## config.mk

```make
export PLATFORM = sky130hd
export DESIGN_NAME = i2s_dac_tx
export DESIGN_NICKNAME = d
export VERILOG_FILES = /design/src/rtl/i2s_dac_tx.sv
export SDC_FILE = /design/constraint.sdc
export NUM_CORES = 1
export LEC_CHECK = 0
export ABC_AREA = 1
export CAP_MARGIN = 10
export CELL_PAD_IN_SITES_DETAIL_PLACEMENT = 0
export CELL_PAD_IN_SITES_GLOBAL_PLACEMENT = 2
export CORE_ASPECT_RATIO = 0.75
export CORE_MARGIN = 1
export CORE_UTILIZATION = 25
export CTS_BUF_LIST = sky130_fd_sc_hd__clkbuf_4
export DETAILED_ROUTE_END_ITERATION = 6
export HOLD_SLACK_MARGIN = 0.12
export PLACE_DENSITY = 0.55
export SYNTH_ARGS = -nofsm -noshare
export SYNTH_HDL_FRONTEND = slang
export SYNTH_SLANG_ARGS = --single-unit
```

## constraint.sdc

```tcl
create_clock -name clk -period 3.3 [get_ports clk]
set_input_delay 0.66 -clock clk [delete_from_list [all_inputs] [get_ports clk]]
set_output_delay 0.66 -clock clk [all_outputs]
set_load 0.1 [all_outputs]
```

## src/rtl/i2s_dac_tx.sv

```systemverilog
// i2s_dac_tx: FIFO-fed 18-bit I2S transmitter; define I2S_DAC_TX_STEREO_EN for an independent right channel
module i2s_dac_tx #(
  parameter int CLK_DIV_HALF      = 20,
  parameter int FRAMES_PER_SAMPLE = 8,
  parameter int FIFO_DEPTH        = 4
) (
  input  logic        clk,
  input  logic        RST,
  input  logic [17:0] i_data0,
  input  logic [17:0] i_data1,
  input  logic        i_vld,
  output logic        o_rdy,
  output logic        o_bclk,
  output logic        o_ws,
  output logic        o_sdata,
  output logic        o_frame,
  output logic        o_underrun
);
`ifdef I2S_DAC_TX_STEREO_EN
  localparam int W = 36;
`else
  localparam int W = 18;
`endif
  localparam int DW = CLK_DIV_HALF > 1 ? $clog2(CLK_DIV_HALF) : 1;
  localparam int FW = FRAMES_PER_SAMPLE > 1 ? $clog2(FRAMES_PER_SAMPLE) : 1;
  localparam int AW = FIFO_DEPTH > 1 ? $clog2(FIFO_DEPTH) : 1;
  localparam int CW = AW + 1;
  logic [W-1:0]  mem_q [FIFO_DEPTH];
  logic [W-1:0]  wdata, head, held_q, held_d;
  logic [AW-1:0] wr_q, wr_d, rd_q, rd_d;
  logic [CW-1:0] cnt_q, cnt_d;
  logic [DW-1:0] div_q, div_d;
  logic [FW-1:0] fcnt_q, fcnt_d;
  logic [4:0]    bit_q, bit_d;
  logic [17:0]   left_q, left_d, right_q, right_d, ld_r;
  logic bclk_q, bclk_d, ws_q, ws_d, sd_q, sd_d, frame_q, frame_d, und_q, und_d;
  logic tc, fall, fstart, pop, popok, push, act;
`ifdef I2S_DAC_TX_STEREO_EN
  assign wdata = {i_data1, i_data0};
  assign ld_r  = held_d[35:18];
`else
  logic unused_d1;
  assign unused_d1 = ^i_data1;
  assign wdata = i_data0;
  assign ld_r  = held_d[17:0];
`endif
  assign o_rdy      = cnt_q < CW'(FIFO_DEPTH);
  assign o_bclk     = bclk_q;
  assign o_ws       = ws_q;
  assign o_sdata    = sd_q;
  assign o_frame    = frame_q;
  assign o_underrun = und_q;
  // bit clock, slot sequencing, FIFO bookkeeping and serializer next state
  always_comb begin
    tc      = div_q == DW'(CLK_DIV_HALF - 1);
    fall    = tc && bclk_q;
    fstart  = fall && bit_q == 5'd31 && ws_q;
    pop     = fstart && fcnt_q == '0;
    popok   = pop && cnt_q != '0;
    push    = i_vld && o_rdy;
    head    = mem_q[rd_q];
    div_d   = tc ? '0 : div_q + DW'(1);
    bclk_d  = bclk_q ^ tc;
    bit_d   = fall ? bit_q + 5'd1 : bit_q;
    ws_d    = ws_q ^ (fall && bit_q == 5'd31);
    fcnt_d  = !fstart ? fcnt_q : fcnt_q == FW'(FRAMES_PER_SAMPLE - 1) ? '0 : fcnt_q + FW'(1);
    held_d  = popok ? head : held_q;
    und_d   = und_q || (pop && cnt_q == '0);
    rd_d    = rd_q + AW'(popok);
    wr_d    = wr_q + AW'(push);
    cnt_d   = cnt_q + CW'(push) - CW'(popok);
    act     = bit_d >= 5'd1 && bit_d <= 5'd18;
    left_d  = fstart ? held_d[17:0] : (fall && !ws_d && act) ? {left_q[16:0], 1'b0} : left_q;
    right_d = fstart ? ld_r : (fall && ws_d && act) ? {right_q[16:0], 1'b0} : right_q;
    sd_d    = fall ? act && (ws_d ? right_q[17] : left_q[17]) : sd_q;
    frame_d = fstart;
  end
  // FIFO storage needs no reset; emptiness is tracked by the pointers
  always_ff @(posedge clk) if (push) mem_q[wr_q] <= wdata;
  // state registers, all cleared immediately by RST
  always_ff @(posedge clk or posedge RST) begin
    if (RST) begin
      div_q   <= '0;
      bclk_q  <= 1'b0;
      bit_q   <= '0;
      ws_q    <= 1'b0;
      fcnt_q  <= '0;
      held_q  <= '0;
      und_q   <= 1'b0;
      rd_q    <= '0;
      wr_q    <= '0;
      cnt_q   <= '0;
      left_q  <= '0;
      right_q <= '0;
      sd_q    <= 1'b0;
      frame_q <= 1'b0;
    end else begin
      div_q   <= div_d;
      bclk_q  <= bclk_d;
      bit_q   <= bit_d;
      ws_q    <= ws_d;
      fcnt_q  <= fcnt_d;
      held_q  <= held_d;
      und_q   <= und_d;
      rd_q    <= rd_d;
      wr_q    <= wr_d;
      cnt_q   <= cnt_d;
      left_q  <= left_d;
      right_q <= right_d;
      sd_q    <= sd_d;
      frame_q <= frame_d;
    end
  end
endmodule
```

==> results.toml <==
[critical_path]
reg2reg_slack_ns = 0.34
rr_worst_depth = 16
slowest_stage = "dfrtp_1"
critPathLaunchType = "register"
crit_path_frequent_cell = "nand2_1"
cp-end-kind = "register"
timing.rr.end = "cnt_q[2]"
r2r-start = "div_q[0]"
crit_chain = "ha_1 > nand2_1 > nor3_2 > ha_1 > nand2_1 > inv_1 > ha_2 > nand2_1 > nor2_1 > nand2_1 > xor2_1 > ha_1 > inv_1 > fa_1 > xnor2_1 > xor2_1"
path_class = "register to register"
cp.required_ns = 3.79
max_stage_delay_ns = 0.39
cp_max_fo = 4
cp.arrival_ns = 3.45

[synthesis]
netlist_area_sq_um = 6479
synth_compound_area_frac = 0.04905
syn_nets = 709
yosys.area_share.simple = 0.2182
synth-xor-area-share = 0.01081
yosys-mux-area-fraction = 0
synth-seq-cells = 151
synth_seq_area_share = 0.6389
avgSynthCellArea_sq_um = 9.846
ys_warn_count = 0
synth_top_family_by_area = "simple AND/OR/NAND/NOR gates"
ys_types = 27
yosys.area_share.adder = 0.02433
syn_inst = 658

[grt]
grt_use_total = 0.1263
overflow = 0
grt_pass1_wl_mm = 25.20
grt_pass1_vias = 4530
grt_max_degree = 52
antenna_found_initial = 1

[route]
dr_total_vias = 4487
vias_per_cell = 4.302
dr.pass1.iters = 4
ant_nets = 0
drc_errors = 0
drt-total-wl_mm = 15.47
wl_per_cell_um = 14.84
dr.first_iter.drc_count = 200

[sta]
period_share = 0.8966
final.min_clock_period_ns = 2.959
fin_tns_setup_ns = 0
relSlewSlack = 0.5535
finalMaxSlewViolations = 0
setup_viol = 0
max_freq_mhz = 338.0
worst_pin_slew_ns = 0.6698
layout_setup_ws_ns = 0.3413
clock-skew-final_ns = 0.01750
rsz0062_at_grt = "no"
hold_viol = 0
holdWs_ns = 0.4630

[final_layout]
final_nets = 742
syn2layout_area_growth_pct = 14.83
drive_gt1_frac = 0.1023

[power_and_ir_drop]
p_switching_mw = 0.9761
ir_drop_v = 0.0003414
power.share.clock = 0.305
power_frac_seq = 0.596
comb_power_share = 0.099
powerDensity_nw_per_um2 = 495.4
power.leakage_nw = 3.345
p_int_mw = 2.709
switching_share = 0.2648

[clocking]
root_buffer = "clkbuf_4"
cts_setup_buffers = 0
clock_path_buffers = 2
ctsHoldBuffers = 0
clk-insertion-delay-late_ns = 0.57
cts_resized = 0
numCtsBuffers = 17
clkSinkCount = 151
path_clk_slew_ns = 0.12
cts.htree.levels = 4
cts_tree = "done"

[die]
die_y_um = 141.4
core_sq_um = 25210
std_cell_rows = 50
die-area_sq_um = 26570
ios = 45
start_util = 0.2570
die_w_um = 187.9

[placement]
pre_cts_ws_ns = 0.3030
portBuffers = 26
place_hpwl_mm = 9.892
finalWeightedCongestion = 0.7162

[worst_hold_path]
hold_depth = 1
hold_end = "div_q[0]"
hold_path_startpoint = "div_q[0]"
min_path_type = "register to register"

[job]
max_cap_violations = 0

[run_status]
outcome = "completed"
==> synth_stat cells <==
master / number / area, sq um
buf_2: 13 / 65.06
o21ai_0: 51 / 255.2
inv_2: 1 / 3.750
clkbuf_1: 14 / 52.55
buf_1: 1 / 3.750
buf_6: 3 / 33.78
nand2_2: 1 / 6.260
nand3_1: 40 / 200.2
edfxtp_1: 72 / 2162
nand3_2: 2 / 20.02
xor2_1: 5 / 43.79
buf_4: 2 / 15.01
o21ai_2: 1 / 8.760
nand4_1: 27 / 168.9
dfrtp_1: 79 / 1977
fa_1: 1 / 20.02
a31o_2: 1 / 8.760
nor2_1: 116 / 435.4
o21ai_1: 1 / 5.000
nand3_4: 1 / 17.52
nor3_1: 5 / 25.02
xnor2_1: 3 / 26.28
ha_1: 11 / 137.6
nand2_1: 144 / 540.5
a21oi_1: 8 / 40.04
clkinv_1: 2 / 7.510
inv_1: 53 / 198.9
==> cells by family (layout without fill, tap and decap cells) <==
family | Yosys count | in the layout
DFF | 151 | 151
and+or+nand+nor | 336 | 336
adders and majority gates | 12 | 12
xor gates and xnor gates | 8 | 8
other | 0 | 1
AOI/OAI and AO/OA | 62 | 62
buffers and inverters | 89 | 135
==> area by class of cell <==
type / count / area (sq um)
Timing Repair Buffer: 47 / 415.4
Clock inverter: 12 / 110.1
Tap cell: 338 / 422.9
Fill cell: 2635 / 17770
Antenna cell: 1 / 2.502
Multi-Input combinational cell: 418 / 1987
Sequential cell: 151 / 4140
Clock buffer: 20 / 150.1
Inverter: 56 / 211.5
==> cells in the final DEF (no fill, tap or decap), drive strengths merged, types with 2 or more instances in the layout <==
master,instances
nand2,145
edfxtp,72
nor2,116
bufinv,2
clkbuf,20
xor2,5
clkdlybuf4s50,20
buf,27
nand4,27
ha,11
o21ai,53
a21oi,8
xnor2,3
dfrtp,79
clkinv,9
nor3,5
nand3,43
inv,56
==> through the flow <==
| step | util | total power [mW] | area, sq um | cells |
|---|---|---|---|---|
| 2_1_floorplan | - | 2.449 | 6485 | 658 |
| 3_3_place_gp | 0.2847 | 2.598 | 7177 | 1010 |
| 3_5_place_dp | 0.2847 | 2.619 | 7177 | 1010 |
| 4_1_cts | 0.2950 | 3.763 | 7437 | 1042 |
| 5_1_grt | 0.2951 | 3.897 | 7440 | 1043 |
| 6_report | 0.2951 | 3.686 | 7440 | 1043 |
==> power groups by stage <==
stage / Combinational [mW] / Sequential (mW) / Clock [mW]
after global routing: 0.414 / 2.21 / 1.27
after global placement: 0.367 / 2.23 / 0
after CTS: 0.381 / 2.20 / 1.18
after floorplan: 0.222 / 2.23 / 0
final: 0.363 / 2.20 / 1.13
after detailed placement: 0.381 / 2.24 / 0
==> metal layers <==
layer,GRT usage,part of all wire
met1,0.1753,0.50
met5,0,0
met2,0.1918,0.45
met3,0.03784,0.035
met4,0.03166,0.0096
==> worst max path at each step <==
stage	cells after the start	slack [ns]	from	endpoint
global route	16	0.02	div_q[0]	cnt_q[2]
finish	16	0.34	div_q[0]	cnt_q[2]
detailed placement	16	0.30	div_q[0]	cnt_q[2]
global placement	16	0.36	div_q[0]	cnt_q[2]
floorplan	20	0.03	div_q[0]	cnt_q[2]
CTS	16	0.23	div_q[0]	cnt_q[2]
==> critical path: cells and delay by family, from the launching register on <==
| kind | cells | cell delay [ns] |
|---|---|---|
| xor gates and xnor gates | 3 | 0.53 |
| adders and majority gates | 5 | 1.18 |
| buffers and inverters | 2 | 0.10 |
| DFF | 1 | 0.39 |
| and+or+nand+nor | 6 | 0.68 |
==> state kept, by name, summed over array words and instances, names as in the netlist, 2 cells and up <==
register	flops
bit_q	5
cnt_q	3
div_q	5
fcnt_q	3
held_q	18
left_q	18
mem_q	72
rd_q	2
right_q	18
wr_q	2
(Power assumes the default switching activity.)
